## src/rtl/grid_planning_pkg.sv

```systemverilog
// Shared constants and geometry helpers for the multi-obstacle grid planning game.
package grid_planning_pkg;

    // Bit positions inside a 4-bit direction request {right,left,up,down}
    localparam int DIR_DOWN  = 0;
    localparam int DIR_UP    = 1;
    localparam int DIR_LEFT  = 2;
    localparam int DIR_RIGHT = 3;

    // Highest legal coordinate on a 3K x 3K grid
    function automatic int grid_max(input int k);
        return 3 * k - 1;
    endfunction

    // Column just west of the lower wall
    function automatic int wall_lo_west(input int k);
        return k - 1;
    endfunction

    // Column just east of the lower wall
    function automatic int wall_lo_east(input int k);
        return k;
    endfunction

    // Column just west of the upper wall
    function automatic int wall_hi_west(input int k);
        return 2 * k - 1;
    endfunction

    // Column just east of the upper wall
    function automatic int wall_hi_east(input int k);
        return 2 * k;
    endfunction

    // A westward step from (x,y) would cross a wall
    function automatic logic left_blocked(input int x, input int y, input int k);
        return ((x == wall_lo_east(k)) && (y < 2 * k)) ||
               ((x == wall_hi_east(k)) && (y >= 2 * k));
    endfunction

    // An eastward step from (x,y) would cross a wall
    function automatic logic right_blocked(input int x, input int y, input int k);
        return ((x == wall_lo_west(k)) && (y < 2 * k)) ||
               ((x == wall_hi_west(k)) && (y >= 2 * k));
    endfunction

endpackage

```

## src/rtl/grid_obstacle.sv

```systemverilog
// One environment-driven obstacle: position, clamped moves, maintenance counter.
module grid_obstacle
    import grid_planning_pkg::*;
#(
    parameter int K         = 3,
    parameter int CW        = 4,
    parameter int MAINT_EN  = 0,
    parameter int MAINT_BIT = 1,
    parameter int INIT_X    = 2
) (
    input  logic          clk,
    input  logic          rst_n,
    input  logic          notfirst,
    input  logic          rt,
    input  logic [3:0]    dir,
    output logic [CW-1:0] x,
    output logic [CW-1:0] y
);

    localparam logic [CW-1:0] MAX_C  = CW'(grid_max(K));
    localparam logic [CW-1:0] INIT_C = CW'(INIT_X);
    localparam logic [CW-1:0] ONE_C  = CW'(1);
    localparam logic [CW-1:0] ZERO_C = CW'(0);

    logic [CW-1:0] x_r;
    logic [CW-1:0] y_r;
    logic [7:0]    cnt_r;
    logic [CW-1:0] x_nxt_s;
    logic [CW-1:0] y_nxt_s;
    logic [7:0]    cnt_nxt_s;
    logic          maint_s;

    assign maint_s = (MAINT_EN != 0) ? cnt_r[MAINT_BIT] : 1'b0;

    // Next position (up beats down, left beats right, clamped per axis) and counter
    always_comb begin
        x_nxt_s   = x_r;
        y_nxt_s   = y_r;
        cnt_nxt_s = cnt_r;
        if (rt && !maint_s) begin
            if (dir[DIR_UP]) begin
                if (y_r != MAX_C) y_nxt_s = y_r + ONE_C;
                else              y_nxt_s = y_r;
            end else if (dir[DIR_DOWN]) begin
                if (y_r != ZERO_C) y_nxt_s = y_r - ONE_C;
                else               y_nxt_s = y_r;
            end else begin
                y_nxt_s = y_r;
            end
            if (dir[DIR_LEFT]) begin
                if (x_r != ZERO_C) x_nxt_s = x_r - ONE_C;
                else               x_nxt_s = x_r;
            end else if (dir[DIR_RIGHT]) begin
                if (x_r != MAX_C) x_nxt_s = x_r + ONE_C;
                else              x_nxt_s = x_r;
            end else begin
                x_nxt_s = x_r;
            end
        end else begin
            x_nxt_s = x_r;
            y_nxt_s = y_r;
        end
        if (rt) begin
            if (cnt_r < 8'd128) cnt_nxt_s = cnt_r + 8'd1;
            else                cnt_nxt_s = 8'd0;
        end else begin
            cnt_nxt_s = cnt_r;
        end
    end

    // Position and counter registers; first edge after reset places the obstacle
    always_ff @(posedge clk or negedge rst_n) begin
        if (!rst_n) begin
            x_r   <= ZERO_C;
            y_r   <= ZERO_C;
            cnt_r <= 8'd0;
        end else begin
            if (!notfirst) begin
                x_r <= INIT_C;
                y_r <= ZERO_C;
            end else begin
                x_r <= x_nxt_s;
                y_r <= y_nxt_s;
            end
            cnt_r <= cnt_nxt_s;
        end
    end

    assign x = x_r;
    assign y = y_r;

endmodule

```

## src/rtl/grid_planning_multi.sv

```systemverilog
// Grid planning game: one robot, N_OBS obstacles, token exclusivity, error and goal flags.
module grid_planning_multi
    import grid_planning_pkg::*;
#(
    parameter int K         = 3,
    parameter int N_OBS     = 2,
    parameter int CW        = 4,
    parameter int WALLS     = 1,
    parameter int MAINT_EN  = 0,
    parameter int MAINT_BIT = 1
) (
    input  logic               clk,
    input  logic               rst_n,
    input  logic               move_robot,
    input  logic [3:0]         ctl_dir,
    input  logic [4*N_OBS-1:0] move_obs,
    output logic               error,
    output logic               goal,
    output logic               _rt_robot,
    output logic [N_OBS-1:0]   _rt_obs,
    output logic [CW-1:0]      robot_x,
    output logic [CW-1:0]      robot_y,
    output logic               coll
);

    localparam logic [CW-1:0] MAX_C  = CW'(grid_max(K));
    localparam logic [CW-1:0] ONE_C  = CW'(1);
    localparam logic [CW-1:0] ZERO_C = CW'(0);

    logic             notfirst_r, excl_r, error_r, goal_r;
    logic [CW-1:0]    rx_r, ry_r, rx_nxt_s, ry_nxt_s;
    logic             live_s, rt_robot_s, cur_excl_s, coll_s;
    logic             can_left_s, can_right_s, error_nxt_s, goal_nxt_s;
    logic [N_OBS-1:0] rt_obs_s;
    logic [3:0]       tok_cnt_s;
    logic [CW-1:0]    obs_x_s [N_OBS];
    logic [CW-1:0]    obs_y_s [N_OBS];

    genvar gi;
    generate
        for (gi = 0; gi < N_OBS; gi++) begin : g_obs
            grid_obstacle #(
                .K(K), .CW(CW), .MAINT_EN(MAINT_EN), .MAINT_BIT(MAINT_BIT),
                .INIT_X(2 * (gi + 1))
            ) u_obs (
                .clk(clk), .rst_n(rst_n), .notfirst(notfirst_r), .rt(rt_obs_s[gi]),
                .dir(move_obs[4*gi +: 4]), .x(obs_x_s[gi]), .y(obs_y_s[gi])
            );
        end
    endgenerate

    // Tokens, exclusivity of this step, and collision on registered positions
    always_comb begin
        live_s     = notfirst_r & ~error_r & ~goal_r;
        rt_robot_s = live_s & move_robot;
        rt_obs_s   = {N_OBS{1'b0}};
        tok_cnt_s  = {3'b000, rt_robot_s};
        coll_s     = 1'b0;
        for (int i = 0; i < N_OBS; i++) begin
            rt_obs_s[i] = live_s & (|move_obs[4*i +: 4]);
            tok_cnt_s   = tok_cnt_s + {3'b000, rt_obs_s[i]};
            if ((obs_x_s[i] == rx_r) && (obs_y_s[i] == ry_r)) coll_s = 1'b1;
            else                                               coll_s = coll_s;
        end
        cur_excl_s  = (tok_cnt_s <= 4'd1);
        error_nxt_s = error_r | (excl_r & cur_excl_s & coll_s);
        goal_nxt_s  = goal_r | ((rx_r == MAX_C) && (ry_r == MAX_C) && !error_nxt_s);
    end

    // Robot step: single axis, priority down/up/left/right with fall-through
    always_comb begin
        rx_nxt_s    = rx_r;
        ry_nxt_s    = ry_r;
        can_left_s  = (rx_r != ZERO_C) &&
                      !((WALLS != 0) && left_blocked(int'(rx_r), int'(ry_r), K));
        can_right_s = (rx_r != MAX_C) &&
                      !((WALLS != 0) && right_blocked(int'(rx_r), int'(ry_r), K));
        if (rt_robot_s) begin
            if (ctl_dir[DIR_DOWN] && (ry_r != ZERO_C))   ry_nxt_s = ry_r - ONE_C;
            else if (ctl_dir[DIR_UP] && (ry_r != MAX_C)) ry_nxt_s = ry_r + ONE_C;
            else if (ctl_dir[DIR_LEFT] && can_left_s)    rx_nxt_s = rx_r - ONE_C;
            else if (ctl_dir[DIR_RIGHT] && can_right_s)  rx_nxt_s = rx_r + ONE_C;
            else begin
                rx_nxt_s = rx_r;
                ry_nxt_s = ry_r;
            end
        end else begin
            rx_nxt_s = rx_r;
            ry_nxt_s = ry_r;
        end
    end

    // Game state registers; the first edge after reset only arms the game
    always_ff @(posedge clk or negedge rst_n) begin
        if (!rst_n) begin
            notfirst_r <= 1'b0;
            excl_r     <= 1'b0;
            error_r    <= 1'b0;
            goal_r     <= 1'b0;
            rx_r       <= ZERO_C;
            ry_r       <= ZERO_C;
        end else begin
            notfirst_r <= 1'b1;
            if (!notfirst_r) excl_r <= 1'b1;
            else             excl_r <= excl_r & cur_excl_s;
            error_r <= error_nxt_s;
            goal_r  <= goal_nxt_s;
            rx_r    <= rx_nxt_s;
            ry_r    <= ry_nxt_s;
        end
    end

    assign error     = error_r;
    assign goal      = goal_r;
    assign _rt_robot = rt_robot_s;
    assign _rt_obs   = rt_obs_s;
    assign robot_x   = rx_r;
    assign robot_y   = ry_r;
    assign coll      = coll_s;

endmodule

```

## config.mk

```make
export PLATFORM = sky130hd
export DESIGN_NAME = grid_planning_multi
export DESIGN_NICKNAME = d
export VERILOG_FILES = /design/src/rtl/grid_planning_pkg.sv /design/src/rtl/grid_obstacle.sv /design/src/rtl/grid_planning_multi.sv
export SDC_FILE = /design/constraint.sdc
export NUM_CORES = 1
export LEC_CHECK = 0
export ABC_AREA = 1
export CORE_MARGIN = 4
export CORE_UTILIZATION = 45
export DETAILED_ROUTE_END_ITERATION = 16
export GPL_ROUTABILITY_DRIVEN = 0
export PLACE_DENSITY = 0.68
export SYNTH_ARGS = -nofsm -noshare
export SYNTH_HDL_FRONTEND = slang
export SYNTH_SLANG_ARGS = --single-unit
```

## constraint.sdc

```tcl
create_clock -name clk -period 2.55 [get_ports clk]
set_clock_uncertainty 0.1 [all_clocks]
set_input_delay 0.51 -clock clk [delete_from_list [all_inputs] [get_ports clk]]
set_output_delay 0.51 -clock clk [all_outputs]
set_load 0.005 [all_outputs]
```

Word-level counts from Yosys, hierarchy flattened
Index checks and enable logic that the tools add are counted.
Storage, ports and cells
  register bits after elaboration: 28
  input bits: 15
  word-level logic and storage cells: 136
Operators by class
  $add $sub $neg: 14
  order comparisons: 3
  equal/unequal tests: 30
  mux-type cells: 31
  bitwise operators: 13
  reductions and logical operators: 35
Operator list (count)
  $mux W4: 28
  $add A4 B1 Y4 const B: 6
  $ne A3 B2 Y1 const B: 8
  $ne A4 B4 Y1 const B: 6
  $reduce_bool A4 Y1: 6
  $sub A4 B1 Y4 const B: 6
  $reduce_and A4 Y1: 5
  $eq A4 B4 Y1: 4
  $eq A4 B4 Y1 const B: 4
  $logic_and A1 B1 Y1: 14
  $ne A3 B3 Y1 const B: 4
  $eq A4 B3 Y1 const B: 2
  $reduce_or A4 Y1: 2
  $and A1 B1 Y1: 7
  $ge A4 B3 Y1 const B: 1
  $lt A4 B3 Y1 const B: 1
  $ne A2 B1 Y1 const B: 2
  $not A1 Y1: 4
  $reduce_bool A2 Y1: 2
  $add A2 B1 Y3: 1
  $le A3 B1 Y1 const B: 1
  $logic_not A1 Y1: 3
  $mux W1: 3
  $add A1 B1 Y2: 1
  other kinds (3): 5

Logic depth before layout (Yosys ltp)
Gate-level depths: netlist of the first run.
  depth in word-level cells: 13
  gate-level depth with buffers: 18
  depth with buffers taken out: 18

Cells and area by module
A second synthesis of the first run with hierarchy kept.
Second synthesis, totals
  cells, all modules: 368
  area, all modules: 2544.9 um^2
By module, submodules not included
  grid_planning_multi: times used 1, cells each 161, area an instance 1161.1 um^2
  grid_obstacle (g_obs[1].u_obs): times used 1, cells each 102, area an instance 709.4 um^2
  grid_obstacle (g_obs[0].u_obs): times used 1, cells each 105, area an instance 674.4 um^2

Least setup slack after synthesis of the first run
OpenSTA, ideal clock, no wires.
  path kind: flip-flop to flip-flop
  start point: reg rx_r[0], in the netlist robot_x[0]
  end point: reg rx_r[3], in the netlist robot_x[3]
  library setup time: 0.117 ns
  arrival time: 1.815 ns
  path slack: 0.518 ns
  stages on the path, launching flop included: 17
  path buffers: 0
  period minus slack after synthesis: 2.032 ns
  cell sequence: dfrtp_1 -> inv_2 -> nand2_1 -> nor2_1 -> nand2_1 -> nand3_4 -> inv_1 -> ha_1 -> a21o_1 -> nand2_1 -> nand2_1 -> nand3_1 -> nand2_1 -> inv_2 -> nand2_1 -> nand2_1 -> nand2_1
Between the ends
  word-level cells in the longest chain between the ends: 8
  elaborated cells on any way between the ends: 24
  those cells by class: add/sub: 2; eq/ne: 5; mux: 2; reduce/logical: 15
Ends and longest elaborated chain
  start, declared: line grid_planning_multi.sv:31  | logic [CW-1:0] rx_r, ry_r, rx_nxt_s, ry_nxt_s;
  start signal, assigned: line grid_planning_multi.sv:108  | rx_r <= rx_nxt_s;
  $eq A4 B3 Y1 (tied with other cells): line grid_planning_pkg.sv:37  | return ((x == wall_lo_east(k)) && (y < 2 * k)) ||
  $logic_and A1 B1 Y1 (on tied branches)
  $logic_or A1 B1 Y1 (on tied branches): line grid_planning_pkg.sv:37, grid_planning_pkg.sv:43
  $logic_not A1 Y1 (on tied branches): line grid_planning_multi.sv:75, grid_planning_multi.sv:77
  $logic_and A1 B1 Y1 (on tied branches): line grid_planning_multi.sv:74, grid_planning_multi.sv:76
  $logic_and A1 B1 Y1 (on tied branches): line grid_planning_multi.sv:81, grid_planning_multi.sv:82
  $reduce_bool A2 Y1 (no line)
  $reduce_and A4 Y1 (no line)
Several ways; a longest one is shown, not always the timed one. The select of a mux whose other input is x is not followed.
A chain may end at the register's enable or synchronous reset.

Final worst setup path of the first run
  start point: reg error_r, in the netlist error
  end point: out _rt_obs[0]
Between the ends
  word-level cells in the longest chain between the ends: 4
Ends and longest elaborated chain
  start, declared: line grid_planning_multi.sv:30  | logic notfirst_r, excl_r, error_r, goal_r;
  start signal, assigned: line grid_planning_multi.sv:106  | error_r <= error_nxt_s;
  $not A1 Y1: line grid_planning_multi.sv:54  | live_s = notfirst_r & ~error_r & ~goal_r;
  $and A1 B1 Y1 (2 in a row): line grid_planning_multi.sv:54
  $and A1 B1 Y1: line grid_planning_multi.sv:60  | rt_obs_s[i] = live_s & (|move_obs[4*i +: 4]);
  end, declared: line grid_planning_multi.sv:20  | output logic [N_OBS-1:0] _rt_obs,
Every way passes these cells.

==> reports/metrics.yaml, run 1 <==
asyncSetResetFlopFracSynth: 1.00
num-fill-cells: 455
report.final.hold_viol_count: 0
syn_avg_cell_area_sq_um: 7.32
critPathBufInv: 2
synthMostInstantiatedCell: "sky130_fd_sc_hd__nand2_1"
netlist_area_sq_mm: 0.00222
muxShareOfSynthArea: 0
synthesis.instances: 303
yosysWarningCount: 0
p_leak_nw: 1.35
path_max_fanout: 4
clk-insertion-delay-late_ns: 0.28
initial_core_util: 0.467
report.power.total_uw: 928
final_min_period_over_clock_period: 0.957
placed_cells: 403
period_minus_ws_final_ns: 2.44
clkSlewWorstSetupHoldPaths_ns: 0.10
netlist.area_leader.share: 0.316
clock_tree.buffer_depth: 2
gr-usage-all-layers: 0.181
syn-num-nets: 337
irDropWorstVdd_v: 0.000206
io_pins: 29
grt_overflow: 0
simple_gate_share_of_the_synthesized_area: 0.284
synth.top_cells.by_area: "sky130_fd_sc_hd__dfrtp_1 32%, sky130_fd_sc_hd__nand2_1 15%, sky130_fd_sc_hd__ha_1 7.3%"
cts_made_buffers: 3
p_per_area_mw_per_mm2: 335
initial_antenna_violation_count: 0
clock_tree.htree_level_count: 1
worst_setup_path_start_kind: "flip-flop"
synth.yosys.seq_area_share: 0.316
routed_via_density: 4.91
synth_adder_area_share: 0.127
final-max-slew-violation-count: 0
worst-setup-path-type: "flip-flop to primary output"
detail_route.drc_violations: 0
detail_route.wl_per_cell_um: 12.3
edff_count_synth: 0
final_cells: 415
die-area_sq_mm: 0.00612
cp_capture_type: "primary output"
worstPathArrival_ns: 1.83
grt_first_pass_wirelength_mm: 8.89
postSynthRegisterBits: 28
chipWidth_um: 78.2
rsz0062_at_grt: "false"
crit_family: "buffers and inverters"
finish.utilization: 0.583
result_of_the_run: "complete, no violations"
critical_path.slowest_cell: "sky130_fd_sc_hd__clkdlybuf4s50_1"
detailed_place_hpwl_mm: 3.96
flow.area_growth_from_synthesis_pct: 24.9
drt_pass1_iterations: 4
postRouteWirelength_mm: 5.12
design_area_sq_mm: 0.00277
grt_max_degree: 29
share_of_cells_above_drive_strength_1: 0.147
maxcap_violations: 0
vias: 2039
drt_iter0_markers: 69
coreArea_sq_mm: 0.00475
post_cts_hold_buffer_count: 0
ant_nets: 0
fmaxAchievable_mhz: 410
finalSetupViolCount: 0
die_h_um: 78.2
clock_tree_from_tritoncts: "yes"
vias_in_the_first_global_route: 2040
synth_top_family_by_area: "simple AND/OR/NAND/NOR gates"
hold_class: "flip-flop to flip-flop"
synth_top_flop_cell: "sky130_fd_sc_hd__dfrtp_1"
synth_compound_gate_area_share: 0.113
cts_root_buffer: "sky130_fd_sc_hd__clkbuf_8"
port_buffers: 28
rows: 25
num_antenna_cells: 0
post-synth-top-area-cell: "sky130_fd_sc_hd__dfrtp_1"
final.setup.tns_ns: 0
placement.cell_area_sq_mm: 0.00262
cp.required_ns: 1.94
crit_path_max_incr_delay_ns: 0.50
path_cells: "nor3_4 > buf_4 > o21ai_1 > nand2_1 > clkdlybuf4s50_1"
synth.distinct_cells: 32
synth_top_cells_by_count: "88 x sky130_fd_sc_hd__nand2_1, 38 x sky130_fd_sc_hd__inv_1, 28 x sky130_fd_sc_hd__dfrtp_1, 21 x sky130_fd_sc_hd__nor2_1, 15 x sky130_fd_sc_hd__nand3_1"
synth_xor_area_frac: 0.0666
design.final.nets: 383
clkSinkCount: 28
[worst min-delay path, cell delays in order (launching register included)]
cell and delay (ns):
sky130_fd_sc_hd__dfrtp_2 0.42, sky130_fd_sc_hd__inv_1 0.07, sky130_fd_sc_hd__nand2_1 0.07
[state kept, by name, indices dropped and copies added, names as in the netlist]
signal         cells
error              1
notfirst_r         1
robot_y            4
robot_x            4
g_obs.u_obs.y      8
goal               1
excl_r             1
g_obs.u_obs.x      8
[logic make-up after synthesis]
group	Yosys count
AO/OA/AOI/OAI	44
buffers and inverters	52
other	1
adder cells (fa/ha/maj)	19
flip-flops	28
XOR/XNOR	16
AND/OR/NAND/NOR	143
[power by group]
group	internal (mW)	leakage (nW)	total, mW	switching, mW
combinational	0.0536	0.965	0.115	0.0618
clock	0.211	0.0357	0.361	0.150
sequential	0.447	0.346	0.452	0.00410
[per-layer routing]
| layer | track usage | up-vias | part of all wire |
|---|---|---|---|
| li1 | - | 1057 | - |
| met1 | 0.233 | 929 | 0.48 |
| met2 | 0.313 | 44 | 0.46 |
| met3 | 0.0195 | 9 | 0.040 |
| met4 | 0.0647 | 0 | 0.021 |
| met5 | 0 | - | 0 |
[worst paths after layout]
kind | startpoint | end | slack (ns) | depth (start not counted)
min in group asynchronous | rst_n | g_obs[0].u_obs.y[1] | 0.50 | 2
min | error | error | 0.48 | 2
max in group asynchronous | rst_n | robot_x[3] | 1.57 | 2
min reg2reg | error | error | 0.48 | 2
max reg2reg | robot_x[3] | robot_x[3] | 0.29 | 17
max | error | _rt_obs[0] | 0.11 | 5
[area by class of cell]
cell class              instances  area (sq um)  share of cell area
clock buffers                   3          41.3              0.0149
flip-flops and latches         28           712               0.257
well taps                      67          83.8              0.0302
repair buffers                 44           403               0.145
multi-input cells             223          1320               0.475
clock inverters                 1          30.0              0.0108
inverters                      49           184              0.0664
[per-stage QoR]
step	hold slack (ns)	setup slack [ns]
floorplan	0.114	0.518
global placement	0.465	0.125
detailed placement	0.478	0.0894
CTS	0.502	0.00125
global route	0.502	0.00114
finish	0.480	0.111
[layout by cell type, fill, tap and decap left out]
| master | netlist | layout |
|---|---|---|
| sky130_fd_sc_hd__or2_2 | 1 | 1 |
| sky130_fd_sc_hd__nor2_2 | 2 | 3 |
| sky130_fd_sc_hd__a21boi_0 | 1 | 1 |
| sky130_fd_sc_hd__xnor2_1 | 5 | 5 |
| sky130_fd_sc_hd__nand3_1 | 15 | 15 |
| sky130_fd_sc_hd__xor2_2 | 1 | 1 |
| sky130_fd_sc_hd__dlymetal6s2s_1 | 0 | 1 |
| sky130_fd_sc_hd__a21oi_2 | 2 | 2 |
| sky130_fd_sc_hd__xor2_1 | 10 | 10 |
| sky130_fd_sc_hd__dfrtp_2 | 0 | 9 |
| sky130_fd_sc_hd__dfrtp_1 | 28 | 19 |
| sky130_fd_sc_hd__nor2_4 | 1 | 1 |
| sky130_fd_sc_hd__inv_1 | 38 | 38 |
| sky130_fd_sc_hd__o21ai_1 | 7 | 7 |
| sky130_fd_sc_hd__inv_2 | 8 | 8 |
| sky130_fd_sc_hd__a31oi_2 | 1 | 1 |
| sky130_fd_sc_hd__nand2_2 | 3 | 3 |
| sky130_fd_sc_hd__a21o_1 | 1 | 1 |
| sky130_fd_sc_hd__nand3_4 | 1 | 1 |
| sky130_fd_sc_hd__clkbuf_8 | 0 | 3 |
| sky130_fd_sc_hd__conb_1 | 1 | 1 |
| sky130_fd_sc_hd__o21ai_0 | 13 | 13 |
| sky130_fd_sc_hd__nor2_1 | 21 | 20 |
| sky130_fd_sc_hd__bufinv_16 | 0 | 1 |
| sky130_fd_sc_hd__clkinv_1 | 3 | 3 |
| sky130_fd_sc_hd__a211oi_1 | 2 | 2 |
| sky130_fd_sc_hd__nor3_4 | 1 | 1 |
| sky130_fd_sc_hd__a21oi_1 | 14 | 14 |
| sky130_fd_sc_hd__clkdlybuf4s50_1 | 0 | 27 |
| sky130_fd_sc_hd__fa_1 | 6 | 6 |
| sky130_fd_sc_hd__nand4_1 | 10 | 10 |
| sky130_fd_sc_hd__o22ai_1 | 1 | 1 |
| sky130_fd_sc_hd__nand2_1 | 88 | 88 |
| sky130_fd_sc_hd__o211ai_1 | 2 | 2 |
| sky130_fd_sc_hd__buf_4 | 2 | 16 |
| sky130_fd_sc_hd__ha_1 | 13 | 13 |
[repair_timing]
| item | CTS | global route |
|---|---|---|
| endpoints found under the setup margin | 2 | 3 |
| setup buffers | 1 | 7 |
| pin swaps | 1 | 1 |
| hold endpoints to repair | 0 | 0 |
| gates resized for setup | 1 | 10 |
No activity file was read; power rests on OpenSTA's default activity.
==> inputs of run 2 (changes only) <==
Settings changed: CTS_CLUSTER_SIZE set to 16.
==> results of run 2 <==
Same layout as run 1: the final DEF is identical, and so are final timing and power.
==> inputs of run 3 (changes only) <==
Settings changed: CTS_CLUSTER_SIZE 16 to not set.
==> results of run 3 <==
Same layout as run 1: the final DEF is identical, and so are final timing and power.
